File: config.mk
export PLATFORM = sky130hd
export DESIGN_NAME = adder_axil_master_flat
export DESIGN_NICKNAME = d
export VERILOG_FILES = /design/src/rtl/adder_axil_pkg.sv /design/src/rtl/adder_axil_master_if.sv /design/src/rtl/adder_axil_master.sv /design/src/flat_wrapper.sv
export SDC_FILE = /design/constraint.sdc
export NUM_CORES = 1
export LEC_CHECK = 0
export CAP_MARGIN = 20
export CORE_MARGIN = 2
export CORE_UTILIZATION = 50
export CTS_BUF_LIST = sky130_fd_sc_hd__clkbuf_4 sky130_fd_sc_hd__clkbuf_8 sky130_fd_sc_hd__clkbuf_16
export CTS_CLUSTER_DIAMETER = 120
export DETAILED_ROUTE_END_ITERATION = 10
export GPL_TIMING_DRIVEN = 1
export PLACE_DENSITY = 0.85
export SLEW_MARGIN = 20
export SYNTH_ARGS = -nofsm -noshare
export SYNTH_HDL_FRONTEND = slang
export SYNTH_SLANG_ARGS = --single-unit
File: constraint.sdc
create_clock -name m1_axi_aclk -period 4.8 [get_ports m1_axi_aclk]
set_input_delay 0.96 -clock m1_axi_aclk [delete_from_list [all_inputs] [get_ports m1_axi_aclk]]
set_output_delay 0.96 -clock m1_axi_aclk [all_outputs]
set_load 0.1 [all_outputs]
File: src/rtl/adder_axil_pkg.sv
// Shared definitions for the adder AXI4-Lite master.
// Contents: adder register offsets, the AXI OKAY response code and the FSM state type.
package adder_axil_pkg;

    localparam int unsigned OFF_OPA = 32'h0;
    localparam int unsigned OFF_OPB = 32'h4;
    localparam int unsigned OFF_RES = 32'h8;
    localparam int unsigned OFF_OVF = 32'hC;

    localparam logic [1:0] RESP_OKAY = 2'b00;

    typedef enum logic [3:0] {
        S_IDLE,
        S_WR_A,
        S_WB_A,
        S_WR_B,
        S_WB_B,
        S_RD_RES,
        S_RR_RES,
        S_RD_OVF,
        S_RR_OVF,
        S_DONE
    } state_e;

endpackage

File: src/rtl/adder_axil_master_if.sv
// AXI4-Lite bundle between the adder master and the adder slave port.
// Parameters: DATA_WIDTH (data/strobe width), ADDR_WIDTH (address width).
// Modports: master drives AW/W/AR channels and B/R readies; slave is the mirror.
interface adder_axil_master_if #(
    parameter int unsigned DATA_WIDTH = 32,
    parameter int unsigned ADDR_WIDTH = 8
);
    logic [ADDR_WIDTH-1:0]   awaddr;
    logic                    awvalid;
    logic                    awready;
    logic [DATA_WIDTH-1:0]   wdata;
    logic [DATA_WIDTH/8-1:0] wstrb;
    logic                    wvalid;
    logic                    wready;
    logic [1:0]              bresp;
    logic                    bvalid;
    logic                    bready;
    logic [ADDR_WIDTH-1:0]   araddr;
    logic                    arvalid;
    logic                    arready;
    logic [DATA_WIDTH-1:0]   rdata;
    logic [1:0]              rresp;
    logic                    rvalid;
    logic                    rready;

    modport master (
        output awaddr, awvalid, wdata, wstrb, wvalid, bready, araddr, arvalid, rready,
        input  awready, wready, bresp, bvalid, arready, rdata, rresp, rvalid
    );

    modport slave (
        input  awaddr, awvalid, wdata, wstrb, wvalid, bready, araddr, arvalid, rready,
        output awready, wready, bresp, bvalid, arready, rdata, rresp, rvalid
    );
endinterface

File: src/rtl/adder_axil_master.sv
// AXI4-Lite master for the memory-mapped adder: writes operand A and B, reads
// back sum and overflow, then presents them with a one-cycle done pulse.
// Ports: m1_axi_aclk/m1_axi_aresetn (clock, async active-low reset);
//        start/op_a/op_b (request), busy/done/result/overflow/err (result side);
//        m1_axi (AXI4-Lite master modport).
// Optional: define ADDER_MASTER_TIMEOUT_EN for a per-state watchdog of
//           TIMEOUT_CYCLES that forces err and a done pulse.
module adder_axil_master
    import adder_axil_pkg::*;
#(
    parameter int unsigned DATA_WIDTH     = 32,
    parameter int unsigned ADDR_WIDTH     = 8,
    parameter int unsigned BASE_ADDR      = 0,
    parameter int unsigned TIMEOUT_CYCLES = 255
) (
    input  logic                  m1_axi_aclk,
    input  logic                  m1_axi_aresetn,
    input  logic                  start,
    input  logic [DATA_WIDTH-1:0] op_a,
    input  logic [DATA_WIDTH-1:0] op_b,
    output logic                  busy,
    output logic                  done,
    output logic [DATA_WIDTH-1:0] result,
    output logic                  overflow,
    output logic                  err,
    adder_axil_master_if.master   m1_axi
);

    localparam logic [ADDR_WIDTH-1:0] ADDR_OPA = ADDR_WIDTH'(BASE_ADDR + OFF_OPA);
    localparam logic [ADDR_WIDTH-1:0] ADDR_OPB = ADDR_WIDTH'(BASE_ADDR + OFF_OPB);
    localparam logic [ADDR_WIDTH-1:0] ADDR_RES = ADDR_WIDTH'(BASE_ADDR + OFF_RES);
    localparam logic [ADDR_WIDTH-1:0] ADDR_OVF = ADDR_WIDTH'(BASE_ADDR + OFF_OVF);

    // Reject configurations the datapath cannot honour.
    if ((DATA_WIDTH % 8) != 0 || TIMEOUT_CYCLES == 0) begin : g_bad_cfg
        $error("adder_axil_master: DATA_WIDTH must be a multiple of 8 and TIMEOUT_CYCLES nonzero");
    end

    state_e                state_q, state_d;
    logic [DATA_WIDTH-1:0] opb_q, opb_d;
    logic [DATA_WIDTH-1:0] res_buf_q, res_buf_d;
    logic [DATA_WIDTH-1:0] result_q, result_d;
    logic                  ovf_q, ovf_d;
    logic                  err_q, err_d;
    logic                  busy_q, busy_d;
    logic                  done_q, done_d;
    logic                  awvalid_q, awvalid_d;
    logic                  wvalid_q, wvalid_d;
    logic                  aw_done_q, aw_done_d;
    logic                  w_done_q, w_done_d;
    logic                  bready_q, bready_d;
    logic                  arvalid_q, arvalid_d;
    logic                  rready_q, rready_d;
    logic [ADDR_WIDTH-1:0] awaddr_q, awaddr_d;
    logic [ADDR_WIDTH-1:0] araddr_q, araddr_d;
    logic [DATA_WIDTH-1:0] wdata_q, wdata_d;

`ifdef ADDER_MASTER_TIMEOUT_EN
    logic [31:0]           cnt_q, cnt_d;
`endif

    logic aw_hs_c, w_hs_c, b_hs_c, ar_hs_c, r_hs_c;
    assign aw_hs_c = awvalid_q & m1_axi.awready;
    assign w_hs_c  = wvalid_q  & m1_axi.wready;
    assign b_hs_c  = bready_q  & m1_axi.bvalid;
    assign ar_hs_c = arvalid_q & m1_axi.arready;
    assign r_hs_c  = rready_q  & m1_axi.rvalid;

    // Next-state and registered-output logic; valids are raised on entry to a state.
    always_comb begin
        state_d   = state_q;
        opb_d     = opb_q;
        res_buf_d = res_buf_q;
        result_d  = result_q;
        ovf_d     = ovf_q;
        err_d     = err_q;
        busy_d    = busy_q;
        done_d    = 1'b0;
        awvalid_d = awvalid_q;
        wvalid_d  = wvalid_q;
        aw_done_d = aw_done_q;
        w_done_d  = w_done_q;
        bready_d  = bready_q;
        arvalid_d = arvalid_q;
        rready_d  = rready_q;
        awaddr_d  = awaddr_q;
        araddr_d  = araddr_q;
        wdata_d   = wdata_q;

        unique case (state_q)
            S_IDLE: begin
                if (start) begin
                    opb_d     = op_b;
                    err_d     = 1'b0;
                    busy_d    = 1'b1;
                    awvalid_d = 1'b1;
                    wvalid_d  = 1'b1;
                    aw_done_d = 1'b0;
                    w_done_d  = 1'b0;
                    awaddr_d  = ADDR_OPA;
                    wdata_d   = op_a;
                    state_d   = S_WR_A;
                end
            end
            S_WR_A, S_WR_B: begin
                if (aw_hs_c) begin
                    awvalid_d = 1'b0;
                    aw_done_d = 1'b1;
                end
                if (w_hs_c) begin
                    wvalid_d = 1'b0;
                    w_done_d = 1'b1;
                end
                if ((aw_done_q | aw_hs_c) && (w_done_q | w_hs_c)) begin
                    bready_d = 1'b1;
                    state_d  = (state_q == S_WR_A) ? S_WB_A : S_WB_B;
                end
            end
            S_WB_A: begin
                if (b_hs_c) begin
                    bready_d  = 1'b0;
                    err_d     = err_q | (m1_axi.bresp != RESP_OKAY);
                    awvalid_d = 1'b1;
                    wvalid_d  = 1'b1;
                    aw_done_d = 1'b0;
                    w_done_d  = 1'b0;
                    awaddr_d  = ADDR_OPB;
                    wdata_d   = opb_q;
                    state_d   = S_WR_B;
                end
            end
            S_WB_B: begin
                if (b_hs_c) begin
                    bready_d  = 1'b0;
                    err_d     = err_q | (m1_axi.bresp != RESP_OKAY);
                    arvalid_d = 1'b1;
                    araddr_d  = ADDR_RES;
                    state_d   = S_RD_RES;
                end
            end
            S_RD_RES, S_RD_OVF: begin
                if (ar_hs_c) begin
                    arvalid_d = 1'b0;
                    rready_d  = 1'b1;
                    state_d   = (state_q == S_RD_RES) ? S_RR_RES : S_RR_OVF;
                end
            end
            S_RR_RES: begin
                if (r_hs_c) begin
                    rready_d  = 1'b0;
                    res_buf_d = m1_axi.rdata;
                    err_d     = err_q | (m1_axi.rresp != RESP_OKAY);
                    arvalid_d = 1'b1;
                    araddr_d  = ADDR_OVF;
                    state_d   = S_RD_OVF;
                end
            end
            S_RR_OVF: begin
                if (r_hs_c) begin
                    rready_d = 1'b0;
                    ovf_d    = m1_axi.rdata[0];
                    result_d = res_buf_q;
                    err_d    = err_q | (m1_axi.rresp != RESP_OKAY);
                    done_d   = 1'b1;
                    busy_d   = 1'b0;
                    state_d  = S_DONE;
                end
            end
            S_DONE: begin
                state_d = S_IDLE;
            end
            default: begin
                state_d = S_IDLE;
            end
        endcase

`ifdef ADDER_MASTER_TIMEOUT_EN
        // Watchdog: abandon the transfer with err set; published results are kept.
        if (state_q != S_IDLE && state_q != S_DONE && cnt_q == 32'(TIMEOUT_CYCLES - 1)) begin
            awvalid_d = 1'b0;
            wvalid_d  = 1'b0;
            bready_d  = 1'b0;
            arvalid_d = 1'b0;
            rready_d  = 1'b0;
            result_d  = result_q;
            ovf_d     = ovf_q;
            err_d     = 1'b1;
            done_d    = 1'b1;
            busy_d    = 1'b0;
            state_d   = S_DONE;
        end
        cnt_d = (state_d != state_q) ? 32'd0 : cnt_q + 32'd1;
`endif
    end

    // State and output registers.
    always_ff @(posedge m1_axi_aclk or negedge m1_axi_aresetn) begin
        if (!m1_axi_aresetn) begin
            state_q   <= S_IDLE;
            opb_q     <= '0;
            res_buf_q <= '0;
            result_q  <= '0;
            ovf_q     <= 1'b0;
            err_q     <= 1'b0;
            busy_q    <= 1'b0;
            done_q    <= 1'b0;
            awvalid_q <= 1'b0;
            wvalid_q  <= 1'b0;
            aw_done_q <= 1'b0;
            w_done_q  <= 1'b0;
            bready_q  <= 1'b0;
            arvalid_q <= 1'b0;
            rready_q  <= 1'b0;
            awaddr_q  <= '0;
            araddr_q  <= '0;
            wdata_q   <= '0;
        end else begin
            state_q   <= state_d;
            opb_q     <= opb_d;
            res_buf_q <= res_buf_d;
            result_q  <= result_d;
            ovf_q     <= ovf_d;
            err_q     <= err_d;
            busy_q    <= busy_d;
            done_q    <= done_d;
            awvalid_q <= awvalid_d;
            wvalid_q  <= wvalid_d;
            aw_done_q <= aw_done_d;
            w_done_q  <= w_done_d;
            bready_q  <= bready_d;
            arvalid_q <= arvalid_d;
            rready_q  <= rready_d;
            awaddr_q  <= awaddr_d;
            araddr_q  <= araddr_d;
            wdata_q   <= wdata_d;
        end
    end

`ifdef ADDER_MASTER_TIMEOUT_EN
    // Per-state cycle counter, restarted on every state change.
    always_ff @(posedge m1_axi_aclk or negedge m1_axi_aresetn) begin
        if (!m1_axi_aresetn) begin
            cnt_q <= '0;
        end else begin
            cnt_q <= cnt_d;
        end
    end
`endif

    assign busy     = busy_q;
    assign done     = done_q;
    assign result   = result_q;
    assign overflow = ovf_q;
    assign err      = err_q;

    assign m1_axi.awaddr  = awaddr_q;
    assign m1_axi.awvalid = awvalid_q;
    assign m1_axi.wdata   = wdata_q;
    assign m1_axi.wstrb   = '1;
    assign m1_axi.wvalid  = wvalid_q;
    assign m1_axi.bready  = bready_q;
    assign m1_axi.araddr  = araddr_q;
    assign m1_axi.arvalid = arvalid_q;
    assign m1_axi.rready  = rready_q;

endmodule

File: src/flat_wrapper.sv
// flat-port wrapper written by rule: the top's interface ports become plain ports
module adder_axil_master_flat import adder_axil_pkg::*;
#(
    parameter int unsigned DATA_WIDTH     = 32,
    parameter int unsigned ADDR_WIDTH     = 8,
    parameter int unsigned BASE_ADDR      = 0,
    parameter int unsigned TIMEOUT_CYCLES = 255
)
  (m1_axi_aclk, m1_axi_aresetn, start, op_a, op_b, busy, done, result, overflow, err, m1_axi_awaddr, m1_axi_awvalid, m1_axi_wdata, m1_axi_wstrb, m1_axi_wvalid, m1_axi_bready, m1_axi_araddr, m1_axi_arvalid, m1_axi_rready, m1_axi_awready, m1_axi_wready, m1_axi_bresp, m1_axi_bvalid, m1_axi_arready, m1_axi_rdata, m1_axi_rresp, m1_axi_rvalid);
  adder_axil_master_if #(.DATA_WIDTH(DATA_WIDTH), .ADDR_WIDTH(ADDR_WIDTH)) m1_axi_i ();
  input  logic m1_axi_aclk;
  input  logic m1_axi_aresetn;
  input  logic start;
  input  logic [DATA_WIDTH-1:0] op_a;
  input  logic [DATA_WIDTH-1:0] op_b;
  output logic busy;
  output logic done;
  output logic [DATA_WIDTH-1:0] result;
  output logic overflow;
  output logic err;
  output wire logic [$bits(m1_axi_i.awaddr)-1:0] m1_axi_awaddr;
  output wire logic [$bits(m1_axi_i.awvalid)-1:0] m1_axi_awvalid;
  output wire logic [$bits(m1_axi_i.wdata)-1:0] m1_axi_wdata;
  output wire logic [$bits(m1_axi_i.wstrb)-1:0] m1_axi_wstrb;
  output wire logic [$bits(m1_axi_i.wvalid)-1:0] m1_axi_wvalid;
  output wire logic [$bits(m1_axi_i.bready)-1:0] m1_axi_bready;
  output wire logic [$bits(m1_axi_i.araddr)-1:0] m1_axi_araddr;
  output wire logic [$bits(m1_axi_i.arvalid)-1:0] m1_axi_arvalid;
  output wire logic [$bits(m1_axi_i.rready)-1:0] m1_axi_rready;
  input wire logic [$bits(m1_axi_i.awready)-1:0] m1_axi_awready;
  input wire logic [$bits(m1_axi_i.wready)-1:0] m1_axi_wready;
  input wire logic [$bits(m1_axi_i.bresp)-1:0] m1_axi_bresp;
  input wire logic [$bits(m1_axi_i.bvalid)-1:0] m1_axi_bvalid;
  input wire logic [$bits(m1_axi_i.arready)-1:0] m1_axi_arready;
  input wire logic [$bits(m1_axi_i.rdata)-1:0] m1_axi_rdata;
  input wire logic [$bits(m1_axi_i.rresp)-1:0] m1_axi_rresp;
  input wire logic [$bits(m1_axi_i.rvalid)-1:0] m1_axi_rvalid;
  assign m1_axi_awaddr = m1_axi_i.awaddr;
  assign m1_axi_awvalid = m1_axi_i.awvalid;
  assign m1_axi_wdata = m1_axi_i.wdata;
  assign m1_axi_wstrb = m1_axi_i.wstrb;
  assign m1_axi_wvalid = m1_axi_i.wvalid;
  assign m1_axi_bready = m1_axi_i.bready;
  assign m1_axi_araddr = m1_axi_i.araddr;
  assign m1_axi_arvalid = m1_axi_i.arvalid;
  assign m1_axi_rready = m1_axi_i.rready;
  assign m1_axi_i.awready = m1_axi_awready;
  assign m1_axi_i.wready = m1_axi_wready;
  assign m1_axi_i.bresp = m1_axi_bresp;
  assign m1_axi_i.bvalid = m1_axi_bvalid;
  assign m1_axi_i.arready = m1_axi_arready;
  assign m1_axi_i.rdata = m1_axi_rdata;
  assign m1_axi_i.rresp = m1_axi_rresp;
  assign m1_axi_i.rvalid = m1_axi_rvalid;
  adder_axil_master #(.DATA_WIDTH(DATA_WIDTH), .ADDR_WIDTH(ADDR_WIDTH), .BASE_ADDR(BASE_ADDR), .TIMEOUT_CYCLES(TIMEOUT_CYCLES)) u_core (.m1_axi_aclk(m1_axi_aclk), .m1_axi_aresetn(m1_axi_aresetn), .start(start), .op_a(op_a), .op_b(op_b), .busy(busy), .done(done), .result(result), .overflow(overflow), .err(err), .m1_axi(m1_axi_i));
endmodule
==> reports/qor.csv <==
stage,metric,value,unit
run_status,outcome,"finished, final reports clean",
synth,sequential_share_of_the_synthesized_area,57.1,%
timing,hold_violations,0,
setup_path,r2r_setup_slack,2310,ps
global_route,gr-usage-all-layers,21.2,%
timing,final.period_utilization,61.6,%
drt,routed_via_density,5.11,
placed_design,placed_cells,801,
placed_design,dpl-instance-area,0.00818,sq mm
cells_and_area,final-seq-area,0.00365,sq mm
synth,synth_edf_count,0,
cts,cts_tree,done,
hold_path,timing.hold.worst_endpoint,u_core.m1_axi.araddr[3],
drt,drt.antenna.violating_nets,0,
setup_path,cp.arrival,2000,ps
floorplan,die_area,0.0137,sq mm
timing,setup_viol_count_final,0,
timing,layout_min_cycle_time,2960,ps
cts,clock_sink_count,146,
timing,hold_ws,472,ps
synth,yosys.cell_types.count,46,
cts,postCtsSetupRepairBufs,0,
synth,library_cell_occupying_the_most_area_in_the_post_synthesis_netlist,dfrtp_1,
synth,synthesis.instances,473,
synth,syn-cell-area,0.00639,sq mm
cells_and_area,num-nets-final,756,
drt,total_detailed_routing_wirelength,14000,um
timing,timing.fmax,338,MHz
cts,ctsLongestPathBuffers,2,
drt,starting_drt_drc_count,255,
floorplan,boundaryPins,201,
synth,ys_flop_type,dfrtp_1,
setup_path,worstRegToRegCells,4,
drt,drt_first_pass_iters,4,
cells_and_area,synthesis_to_finish_area_growth,38.5,%
cts,insertion_delay,420,ps
cells_and_area,final_cell_area,0.00886,sq mm
floorplan,core_area,0.0126,sq mm
drt,drt-wirelength-per-cell,16.9,um
timing,timing.slew.headroom,30.5,%
timing,timing_worst_slew_pin_value,1040,ps
global_route,gr-total-overflow,0,
cts,post_cts_resize_count,0,
cells_and_area,multi_input_comb_area,0.00243,sq mm
floorplan,placementRows,41,
cts,clk_pin_slew_worst_paths,60,ps
setup_path,crit_path_top_delay_cell,clkdlybuf4s50_1,
placed_design,port_buffers,183,
global_route,antenna_found_initial,0,
drt,dr_total_vias,4258,
job,drv_cap,0,
setup_path,worstSetupPathType,flip-flop to primary output,
synth,synth_largest_type_area_fraction,57.1,%
synth,yosys_reg_bits,146,
synth,postSynthAreaPerCell,13.5,sq um
timing,skew,4.80,ps
synth,netlist_top_cells_area,"dfrtp_1 57%, mux2_2 17%, mux2i_1 5.5%",
global_route,grt_start_max_net_pins,115,
setup_path,cp_cell_sequence,clkdlybuf4s50_1,
setup_path,critPathTopFamily,buffers and inverters,
setup_path,startpoint,u_core.m1_axi.wvalid,
cells_and_area,instances_no_fill,833,
setup_path,setup.worst_path.start_class,flip-flop,
timing,maxSlewViolCount,0,
global_route,grt_pass1_wl,22000,um
timing,rsz0062_at_grt,no,
floorplan,chipWidth,117,um
setup_path,cp_data_required_time,3840,ps
hold_path,hold_start,u_core.m1_axi.araddr[3],
setup_path,r2r_end,u_core.result[19],
cts,cts_root_buffer,clkbuf_16,
cts,postCtsHoldBufs,0,
cells_and_area,num_antenna_cells,0,
cells_and_area,layout.filler_cells,869,
hold_path,min_path_cells,1,
synth,yosysWarningCount,0,
floorplan,dieHeight,117,um
timing,fin_tns_setup,0,ps
setup_path,critical_path_peak_fanout,4,
placed_design,routabilityCongestion,0.920,
synth,post_synthesis_async_set_or_reset_flop_share,100,%
cells_and_area,layout-drive-gt1-share,26.8,%
cts,h-tree-depth,4,
setup_path,worstReg2RegStart,u_core.state_q[1],
setup_path,end_kind,primary output,
placed_design,dp.final_hpwl,9470,um
setup_path,cp_num_buf_inv,1,
global_route,first_global_vias,4402,
hold_path,worstHoldPathType,flip-flop to flip-flop,
drt,remaining_drc_errors,0,
setup_path,cp_slowest_stage_delay,1190,ps
floorplan,initial_core_util,50.9,%
cts,tritoncts.num_buffers,17,
[area by class of cell]
cell class	count	share of cell area (%)
tap	172	2.43
timing repair buffer	186	21.0
multi-input combinational	292	27.5
sequential	146	41.2
clock buffer	22	5.37
inverter	5	0.212
clock inverter	10	2.30
[synthesized netlist by cell type (all sizes together), types with 2 or more instances]
cell type and number:
a21oi 9, inv 5, a32o 2, nor2 5, nor4b 2, nand2b 2, o22ai 2, o21ai 44
nand2 49, dfrtp 146, clkbuf 3, nor3 3, nand4 2, conb 2, a21bo 3, mux2 97
buf 42, mux2i 35
[cells by family (layout without fill, tap and decap cells)]
family	after synthesis	after routing	synth area share (%)
mux	132	132	22.6
flops	146	146	57.1
buf+inv	50	223	5.95
simple gates	72	72	5.77
other cells	2	17	0.117
compound gates	70	70	8.34
xor+xnor	1	1	0.137
[routing by layer]
layer  global-route usage (%)  wire length (um)  vias up
met3                     10.5              1640       22
met2                     32.8              6490      197
met1                     25.2              5650     2050
li1                         -                 -     1989
met4                     9.41               252        0
met5                        0                 0        -
[state kept, by name, summed over array words and instances, names as in the netlist]
name,cells
u_core.aw_done_q,1
u_core.m1_axi.awaddr,1
u_core.m1_axi.araddr,2
u_core.m1_axi.awvalid,1
u_core.overflow,1
u_core.done,1
u_core.m1_axi.bready,1
u_core.opb_q,32
u_core.err,1
u_core.busy,1
u_core.result,32
u_core.m1_axi.wvalid,1
u_core.w_done_q,1
u_core.m1_axi.rready,1
u_core.state_q,4
u_core.m1_axi.wdata,32
u_core.res_buf_q,32
u_core.m1_axi.arvalid,1
[placed cells by master (no fill, tap or decap), types with 2 or more instances in the layout]
cell type        Yosys  routed
a21bo_2              3       3
a21oi_1              9       9
a32o_1               2       2
buf_4               21       3
bufinv_16            0       6
clkbuf_16            0      17
clkbuf_4             0       3
clkbuf_8             0       3
clkdlybuf4s50_1      0     182
clkinv_2             0       3
conb_1               2      17
dfrtp_1            146     146
inv_1                5       5
mux2_2              97      97
mux2i_1             35      35
nand2_1             48      48
nand2b_1             2       2
nor2_1               4       4
nor3_1               2       2
o21ai_0              9       9
o21ai_1              3       3
o21ai_2             32      32
o22ai_1              2       2
[worst max-delay path by stage]
stage / end / cells past startpoint
2_1_floorplan: u_core.result[10] / 5
3_3_place_gp: u_core.result[13] / 5
3_5_place_dp: u_core.result[20] / 5
4_1_cts: m1_axi_wvalid / 1
5_1_grt: m1_axi_wvalid / 1
6_report: m1_axi_wvalid / 1
[stage by stage]
step | utilization [%] | setup slack [ps]
floorplan | - | 2640
global placement | 65.1 | 1670
detailed placement | 65.1 | 1600
CTS | 70.5 | 1810
global route | 70.5 | 1800
finish | 70.5 | 1840
Power is not shown: default switching activity piles up to over one toggle a cycle in this logic, so the estimate is an artifact.
